<file path="config.mk">
export PLATFORM = sky130hd
export DESIGN_NAME = i2c_write
export DESIGN_NICKNAME = d
export VERILOG_FILES = /design/src/rtl/i2c_write.sv
export SDC_FILE = /design/constraint.sdc
export NUM_CORES = 1
export LEC_CHECK = 0
export CORE_ASPECT_RATIO = 0.9
export CORE_MARGIN = 2
export CORE_UTILIZATION = 54
export DETAILED_ROUTE_END_ITERATION = 7
export PLACE_DENSITY = 0.81
export SYNTH_ARGS = -nofsm -noshare
export SYNTH_HDL_FRONTEND = slang
export SYNTH_SLANG_ARGS = --single-unit
</file>
<file path="constraint.sdc">
create_clock -name clk -period 2.75 [get_ports clk]
set_input_delay 0.55 -clock clk [delete_from_list [all_inputs] [get_ports clk]]
set_output_delay 0.55 -clock clk [all_outputs]
set_load 0.1 [all_outputs]
</file>
<file path="src/rtl/i2c_write.sv">
// i2c_write: I2C SDA transmitter sending START/STOP or 1/8 data bits in step with external SCL,
// with arbitration-loss and bus-error detection via SDA readback.
module i2c_write (
  input  logic clk,
  input  logic rst_n,
  input  logic wr_en,
  input  logic is_data,
  input  logic is_byte,
  input  logic command_i,
  output logic wr_ld,
  input  logic data_i,
  output logic data_o,
  output logic wr_finish,
  output logic wr_err,
  output logic get_start,
  output logic get_stop,
  output logic bus_err,
  input  logic scl_i,
  input  logic sda_i,
  output logic sda_o
);
  typedef enum logic [2:0] {IDLE, LOAD, DLOW, DHIGH, CLOW, CHIGH, DONE} state_t;
  state_t state_q, state_d;
  logic scl_q, sda_q, sda_o_q, sda_o_d, wr_ld_q, wr_ld_d, data_o_q, data_o_d;
  logic wr_finish_q, wr_finish_d, wr_err_q, wr_err_d, bus_err_q, bus_err_d;
  logic get_start_q, get_start_d, get_stop_q, get_stop_d;
  logic is_byte_q, is_byte_d, cmd_q, cmd_d;
  logic [2:0] cnt_q, cnt_d;
  logic scl_rise, scl_fall, sda_rise, sda_fall, busy;
  assign scl_rise = scl_i & ~scl_q;
  assign scl_fall = ~scl_i & scl_q;
  assign sda_rise = sda_i & ~sda_q;
  assign sda_fall = ~sda_i & sda_q;
  assign busy = state_q != IDLE && state_q != DONE;
  always_comb begin
    state_d = state_q;
    sda_o_d = sda_o_q;
    data_o_d = data_o_q;
    wr_err_d = wr_err_q;
    bus_err_d = bus_err_q;
    get_start_d = get_start_q;
    get_stop_d = get_stop_q;
    is_byte_d = is_byte_q;
    cmd_d = cmd_q;
    cnt_d = cnt_q;
    case (state_q)
      IDLE: if (wr_en && !scl_i) begin
        is_byte_d = is_byte;
        cmd_d = command_i;
        {wr_err_d, bus_err_d, get_start_d, get_stop_d} = 4'b0;
        cnt_d = 3'd0;
        state_d = is_data ? LOAD : CLOW;
      end
      LOAD: begin
        sda_o_d = data_i;
        state_d = DLOW;
      end
      DLOW: if (scl_rise) begin
        data_o_d = sda_i;
        // lost arbitration: stop driving so the winner owns the bus
        if (sda_o_q && !sda_i) begin
          wr_err_d = 1'b1;
          sda_o_d = 1'b1;
        end
        state_d = DHIGH;
      end
      DHIGH: begin
        if (scl_i && sda_fall) {bus_err_d, get_start_d} = 2'b11;
        if (scl_i && sda_rise) {bus_err_d, get_stop_d} = 2'b11;
        if (scl_fall) begin
          state_d = (wr_err_q || bus_err_q || !is_byte_q || cnt_q == 3'd7) ? DONE : LOAD;
          cnt_d = cnt_q + 3'd1;
        end
      end
      CLOW: begin
        sda_o_d = cmd_q;
        if (scl_rise) begin
          wr_err_d = wr_err_q | (sda_i != sda_o_q);
          state_d = CHIGH;
        end
      end
      CHIGH: begin
        sda_o_d = ~cmd_q;
        if (scl_fall) state_d = DONE;
      end
      DONE: if (!wr_en) state_d = IDLE;
      default: state_d = IDLE;
    endcase
    if (busy && !wr_en) begin
      state_d = IDLE;
      sda_o_d = 1'b1;
    end
    wr_ld_d = state_d == LOAD;
    wr_finish_d = state_d == DONE;
  end
  always_ff @(posedge clk or negedge rst_n) begin
    if (!rst_n) begin
      state_q <= IDLE;
      {scl_q, sda_q, sda_o_q, data_o_q} <= 4'b1111;
      {wr_ld_q, wr_finish_q, wr_err_q, bus_err_q, get_start_q, get_stop_q} <= 6'b0;
      {is_byte_q, cmd_q} <= 2'b0;
      cnt_q <= 3'd0;
    end else begin
      state_q <= state_d;
      scl_q <= scl_i;
      sda_q <= sda_i;
      sda_o_q <= sda_o_d;
      data_o_q <= data_o_d;
      wr_ld_q <= wr_ld_d;
      wr_finish_q <= wr_finish_d;
      wr_err_q <= wr_err_d;
      bus_err_q <= bus_err_d;
      get_start_q <= get_start_d;
      get_stop_q <= get_stop_d;
      is_byte_q <= is_byte_d;
      cmd_q <= cmd_d;
      cnt_q <= cnt_d;
    end
  end
  assign sda_o = sda_o_q;
  assign wr_ld = wr_ld_q;
  assign data_o = data_o_q;
  assign wr_finish = wr_finish_q;
  assign wr_err = wr_err_q;
  assign bus_err = bus_err_q;
  assign get_start = get_start_q;
  assign get_stop = get_stop_q;
endmodule

</file>
==> impl_metrics.py, run 1 <==
metrics = {
    "status": {
        "run_status": "complete, no violations",
    },
    "setup_path": {
        "critPathMaxFanout": 7,
        "critPathTopFamily": "simple AND/OR/NAND/NOR gates",
        "worst_setup_path_end_kind": "register",
        "criticalPathCategory": "in2reg",
        "crit_path_top_delay_cell": "sky130_fd_sc_hd__clkdlybuf4s50_1",
        "slowest_delay_ps": 600,
        "critical_path.startpoint_type": "input port",
        "cp.buffers_inverters": 1,
        "crit_path_cell_trace": "clkdlybuf4s50_1, or3b_4, nor3_4, nor2_1, mux2_2",
        "timing.critical_path.arrival_ps": 2260,
        "cp_data_required_time_ps": 2940,
    },
    "cells_and_area": {
        "fin_area_um2": 1160,
        "final_util_pct": 68.9,
        "layout_commonest_cell": "sky130_fd_sc_hd__dfrtp_1",
        "finalNetCount": 124,
        "num_antenna_cells": 0,
        "area_growth_syn_to_layout_pct": 18.7,
        "drive_above_1_share_pct": 23.4,
        "fill_cells": 144,
        "layout.cells.most_common_list": "sky130_fd_sc_hd__dfrtp_1, sky130_fd_sc_hd__clkdlybuf4s50_1, sky130_fd_sc_hd__buf_4, sky130_fd_sc_hd__nand2_1, sky130_fd_sc_hd__nor2_1",
    },
    "synth": {
        "number_of_synthesized_register_bits": 18,
        "ys_seq_area_share_pct": 46.7,
        "yosys.cell_types.count": 37,
        "synth_largest_area_cell": "sky130_fd_sc_hd__dfrtp_1",
        "synthesis.instances": 94,
        "synth_warnings": 0,
        "post_synthesis_instance_area_um2": 976,
        "syn-mean-instance-area_um2": 10.4,
        "synth.top_cells.by_area": "sky130_fd_sc_hd__dfrtp_1, sky130_fd_sc_hd__dfstp_2, sky130_fd_sc_hd__ha_1, sky130_fd_sc_hd__mux2_2, sky130_fd_sc_hd__a21oi_1",
        "netlist.area_leader.share_pct": 35.9,
        "synth.net_count": 106,
    },
    "route": {
        "viasPerCell": 5.63,
        "dr_total_vias": 760,
        "drt-initial-drc-count": 23,
        "detail-route-antenna-nets": 0,
        "wl_per_cell_um": 14.6,
        "totalWireLength_mm": 1.97,
        "dr.pass1.iters": 4,
        "drc": 0,
    },
    "sta": {
        "maxClockFrequency_mhz": 482,
        "aggregate_negative_setup_slack_ps": 0,
        "worst_pin_slew_ps": 776,
        "final-hold-violation-count": 0,
        "relSlewSlack_pct": 48.1,
        "fin_crit_share_pct": 75.4,
        "unrepaired_setup_endpoints_after_global_routing": "no",
        "period_needed_ps": 2070,
        "slew_violations": 0,
        "fin_skew_ps": 9.40,
        "final.hold.worst_slack_ps": 509,
        "setup_violations": 0,
        "worst_slack_ps": 677,
    },
    "floorplanning": {
        "core-area_um2": 1680,
        "core.rowCount": 14,
        "io-pin-count": 17,
        "starting_density_of_the_core_pct": 58.0,
        "die_w_um": 48.8,
        "design.die.area_um2": 2160,
        "die-height_um": 44.3,
    },
    "placed_design": {
        "post-place-ws_ps": 365,
        "place_congestion": 0.865,
        "port_buffers": 16,
        "dp_hpwl_mm": 1.41,
        "post_dp_cell_area_um2": 1120,
    },
    "clocking": {
        "cts_num_sinks": 18,
        "cts_setup_buffers": 0,
        "h_tree_depth_reported_by_cts": 1,
        "root_buffer": "sky130_fd_sc_hd__clkbuf_4",
        "clkLatencyLatePin_ps": 300,
        "cts.clk_slew.worst_paths_ps": 100,
        "post_cts_resized": 0,
        "maximum_buffer_depth_of_the_clock_tree": 2,
        "cts_buffers": 3,
        "ctsHoldBuffers": 0,
        "clock_tree_from_tritoncts": "done",
    },
    "global_route": {
        "grt_overflow": 0,
        "antenna_found_initial": 0,
        "wire_length_of_the_first_global_routing_pass_mm": 3.36,
        "grt_util_all_layers_pct": 21.0,
        "grt_start_max_net_pins": 19,
        "grt_pass1_vias": 732,
    },
    "power_and_ir_drop": {
        "worst_ir_drop_vdd_v": 0.000744,
        "p_leak_nw": 0.535,
        "power.density_cell_area_nw_per_um2": 1010,
    },
    "run": {
        "drv.max_cap_violation_count": 0,
    },
    "worst_hold_path": {
        "worstHoldPathType": "reg2reg",
    },
}
[power breakdown]
group          internal (W)  switching, W
logic              0.000195      0.000374
clock network     0.0000808     0.0000858
registers          0.000338     0.0000944
total              0.000614      0.000554
[final timing paths]
kind,startpoint,end,slack [ps],cells after the start
max,wr_en,cnt_q[0]$_DFFE_PN0P_,680,5
min,is_byte_q$_DFFE_PN0P_,is_byte_q$_DFFE_PN0P_,510,1
max reg2reg,cnt_q[0]$_DFFE_PN0P_,wr_ld$_DFF_PN0_,790,5
min reg2reg,is_byte_q$_DFFE_PN0P_,is_byte_q$_DFFE_PN0P_,510,1
max in group asynchronous,rst_n,cnt_q[1]$_DFFE_PN0P_,1570,1
min in group asynchronous,rst_n,get_start$_DFFE_PN0P_,690,1
[synth_stat cells]
library cell	n
sky130_fd_sc_hd__buf_2	1
sky130_fd_sc_hd__ha_1	3
sky130_fd_sc_hd__nor3_1	3
sky130_fd_sc_hd__dfrtp_1	14
sky130_fd_sc_hd__nor2b_1	4
sky130_fd_sc_hd__or2_2	2
sky130_fd_sc_hd__and3_1	3
sky130_fd_sc_hd__inv_1	5
sky130_fd_sc_hd__o22ai_1	1
sky130_fd_sc_hd__o2bb2ai_1	1
sky130_fd_sc_hd__maj3_1	1
sky130_fd_sc_hd__a2bb2oi_1	1
sky130_fd_sc_hd__a211o_1	1
sky130_fd_sc_hd__mux2i_1	1
sky130_fd_sc_hd__nor4bb_1	1
sky130_fd_sc_hd__nand2_1	7
sky130_fd_sc_hd__or3b_2	1
sky130_fd_sc_hd__a22o_1	3
sky130_fd_sc_hd__nand4b_1	1
sky130_fd_sc_hd__o21ai_0	4
sky130_fd_sc_hd__buf_4	1
sky130_fd_sc_hd__a21oi_1	6
sky130_fd_sc_hd__nand2b_1	2
sky130_fd_sc_hd__dfstp_2	4
sky130_fd_sc_hd__nand3_1	2
sky130_fd_sc_hd__nand4bb_1	1
sky130_fd_sc_hd__buf_6	1
sky130_fd_sc_hd__nor3_4	1
sky130_fd_sc_hd__nand3b_1	1
sky130_fd_sc_hd__a31oi_1	2
sky130_fd_sc_hd__xor2_1	1
sky130_fd_sc_hd__nor4_2	1
sky130_fd_sc_hd__a221o_1	1
sky130_fd_sc_hd__nor2_1	7
sky130_fd_sc_hd__or4b_4	1
sky130_fd_sc_hd__or3b_4	1
sky130_fd_sc_hd__mux2_2	3
[metal layers]
metal,global-route usage [%],wire length (um)
met1,29.1,923
met2,30.7,914
met3,7.77,131
met4,6.86,0
met5,0,0
[worst register-to-register path, delay by kind of cell, from the launching register on]
| family | cells | cell delay, ps |
|---|---|---|
| compound gates | 1 | 380 |
| flops | 1 | 400 |
| fa+ha+maj | 2 | 380 |
| simple gates | 2 | 710 |
[metrics by stage]
step	power [W]	cells
floorplan	0.000897	94
global placement	0.000996	131
detailed placement	0.00100	131
CTS	0.00117	135
global route	0.00124	135
finish	0.00117	135
[flip-flops by register name, summed over array words and instances, names as in the netlist]
signal	count
wr_err	1
wr_ld	1
get_stop	1
cnt_q	3
bus_err	1
cmd_q	1
data_o	1
sda_o	1
state_q	3
sda_q	1
scl_q	1
get_start	1
wr_finish	1
is_byte_q	1
[final cells by class]
| type | instances | area (um2) | share of cell area, % |
|---|---|---|---|
| Clock buffer | 4 | 36.3 | 3.13 |
| Sequential cell | 18 | 455 | 39.3 |
| Multi-Input combinational cell | 68 | 478 | 41.3 |
| Inverter | 5 | 18.8 | 1.62 |
| Tap cell | 24 | 30.0 | 2.59 |
| Timing Repair Buffer | 16 | 140 | 12.1 |
[logic make-up after synthesis]
family,Yosys count,share of synthesized area [%]
AOI/OAI and AO/OA,20,13.5
xor gates and xnor gates,1,0.898
adders and majority gates,4,4.87
buffers and inverters,8,4.36
DFF,18,46.7
muxes,4,4.49
and+or+nand+nor,39,25.3
Power figures use the tool's default switching activity.
==> run 2, diff against run 1 <==
- CORE_UTILIZATION: 54 -> 51
- PLACE_DENSITY: 0.81 -> 0.77
- clock period: 2.75 -> 1.95 ns (I/O delays scaled with it)
==> run 2 against run 1 <==
  * Power up 49%
  * Setup slack worse by 630 ps
  * Clock skew down 4.8 ps
  * Critical endpoint is now wr_finish$_DFF_PN0_
  * Largest cell class unchanged
  * Largest power group unchanged
==> impl_metrics.py, run 2 (same netlist as run 1, synthesis figures left out) <==
metrics = {
    "clocking": {
        "root_buffer": "sky130_fd_sc_hd__clkbuf_4",
        "maximum_buffer_depth_of_the_clock_tree": 2,
        "cts.clk_slew.worst_paths_ps": 110,
        "clock_tree_from_tritoncts": "done",
        "ctsHoldBuffers": 0,
        "clkLatencyLatePin_ps": 300,
        "cts_num_sinks": 18,
        "cts_buffers": 3,
        "h_tree_depth_reported_by_cts": 1,
    },
    "sta": {
        "relSlewSlack_pct": 67.7,
        "maxClockFrequency_mhz": 527,
        "worst_pin_slew_ps": 484,
        "final.hold.worst_slack_ps": 392,
        "aggregate_negative_setup_slack_ps": 0,
        "period_needed_ps": 1900,
        "final-hold-violation-count": 0,
        "unrepaired_setup_endpoints_after_global_routing": "yes",
        "worst_slack_ps": 50.7,
        "fin_crit_share_pct": 97.4,
        "setup_violations": 0,
        "slew_violations": 0,
        "fin_skew_ps": 4.57,
    },
    "route": {
        "wl_per_cell_um": 14.1,
        "drc": 0,
        "dr.pass1.iters": 4,
        "totalWireLength_mm": 2.04,
        "detail-route-antenna-nets": 0,
        "drt-initial-drc-count": 24,
        "dr_total_vias": 809,
        "viasPerCell": 5.62,
    },
    "cells_and_area": {
        "area_growth_syn_to_layout_pct": 29.7,
        "drive_above_1_share_pct": 34.2,
        "layout.cells.most_common_list": "sky130_fd_sc_hd__buf_4, sky130_fd_sc_hd__dfrtp_1, sky130_fd_sc_hd__clkdlybuf4s50_1, sky130_fd_sc_hd__nand2_1, sky130_fd_sc_hd__nor2_1",
        "finalNetCount": 133,
        "layout_commonest_cell": "sky130_fd_sc_hd__buf_4",
        "biggestRegsByFlops": "cnt_q (3), state_q (3)",
        "num_antenna_cells": 0,
    },
    "floorplanning": {
        "design.die.area_um2": 2280,
        "core-area_um2": 1730,
        "core.rowCount": 14,
        "io-pin-count": 17,
        "die_w_um": 50.1,
        "starting_density_of_the_core_pct": 56.3,
        "die-height_um": 45.5,
    },
    "global_route": {
        "grt_start_max_net_pins": 19,
        "grt_util_met1_pct": 28.8,
        "groute.layer.met3.usage_pct": 2.96,
        "wire_length_of_the_first_global_routing_pass_mm": 3.35,
        "grt_overflow": 0,
        "grt_pass1_vias": 765,
        "grt.busiest_layer": "met2",
        "grt_util_met2_pct": 31.1,
        "grt_util_all_layers_pct": 20.2,
        "antenna_found_initial": 0,
    },
    "status": {
        "run_status": "complete, no violations",
    },
    "worst_hold_path": {
        "worstHoldPathType": "in2async",
    },
    "setup_path": {
        "cp_data_required_time_ps": 2150,
        "critical_path.startpoint_type": "register",
        "worstReg2RegEnd": "wr_finish$_DFF_PN0_",
        "r2r_start": "cnt_q[0]$_DFFE_PN0P_",
        "r2r_setup_slack_ps": 50,
        "rr_worst_depth": 5,
        "criticalPathCategory": "reg2reg",
        "timing.critical_path.arrival_ps": 2100,
        "critPathMaxFanout": 3,
        "worst_setup_path_end_kind": "register",
    },
    "power_and_ir_drop": {
        "power.density_cell_area_nw_per_um2": 1380,
        "p_leak_nw": 0.583,
        "worst_ir_drop_vdd_v": 0.00125,
    },
    "placed_design": {
        "port_buffers": 16,
        "place_congestion": 0.870,
        "dp_hpwl_mm": 1.43,
        "post-place-ws_ps": -15.7,
    },
    "run": {
        "drv.max_cap_violation_count": 0,
    },
}
==> run 2: worst max-delay path, cell delays in order (launching register included) <==
cell and delay (ps):
sky130_fd_sc_hd__dfrtp_1 400, sky130_fd_sc_hd__ha_2 180, sky130_fd_sc_hd__ha_2 150, sky130_fd_sc_hd__or4b_4 500, sky130_fd_sc_hd__a221o_1 370, sky130_fd_sc_hd__and3_1 190
==> run 2: layout make-up <==
type                            instances  area [um2]
Tap cell                               24        30.0
Fill cell                             114         468
Clock buffer                            4        36.3
Multi-Input combinational cell         68         490
Inverter                                5        18.8
Sequential cell                        18         458
Timing Repair Buffer                   25         233
==> run 2: where the power goes <==
group / switching [W] / internal, W
Combinational: 0.000557 / 0.000349
Sequential: 0.000120 / 0.000481
Clock: 0.000124 / 0.000114
==> run 2: worst max path at each step <==
stage | from | slack [ps] | endpoint
floorplan | cnt_q[0]$_DFFE_PN0P_ | 100 | wr_finish$_DFF_PN0_
global placement | wr_en | 20 | cnt_q[0]$_DFFE_PN0P_
detailed placement | is_data | -20 | wr_ld$_DFF_PN0_
CTS | cnt_q[0]$_DFFE_PN0P_ | -5 | wr_finish$_DFF_PN0_
global route | cnt_q[0]$_DFFE_PN0P_ | -6 | wr_ld$_DFF_PN0_
finish | cnt_q[0]$_DFFE_PN0P_ | 50 | wr_finish$_DFF_PN0_
==> run 2: layer usage <==
metal | share of wire (%) | routed length [um]
met1 | 46 | 930
met2 | 46 | 938
met3 | 7.1 | 145
met4 | 1.1 | 22
met5 | 0 | 0
==> run 2: what timing repair did <==
item	4_1_cts	5_1_grt
buffers inserted	1	1
setup endpoints to repair	1	3
gates resized for setup	1	3
pin swaps	2	1
==> run 2: stage by stage <==
| step | std cells | power [W] | area [um2] | util [%] |
|---|---|---|---|---|
| after floorplan | 94 | 0.00127 | 978 | - |
| after global placement | 138 | 0.00148 | 1200 | 69.3 |
| after detailed placement | 138 | 0.00150 | 1200 | 69.3 |
| after CTS | 143 | 0.00174 | 1250 | 72.2 |
| after global routing | 144 | 0.00184 | 1270 | 73.0 |
| final | 144 | 0.00175 | 1270 | 73.0 |
==> run 3, diff against run 2 <==
- CAP_MARGIN: not set -> 20
==> results of run 3 <==
Final layout, timing and power as in run 2 (identical DEF).
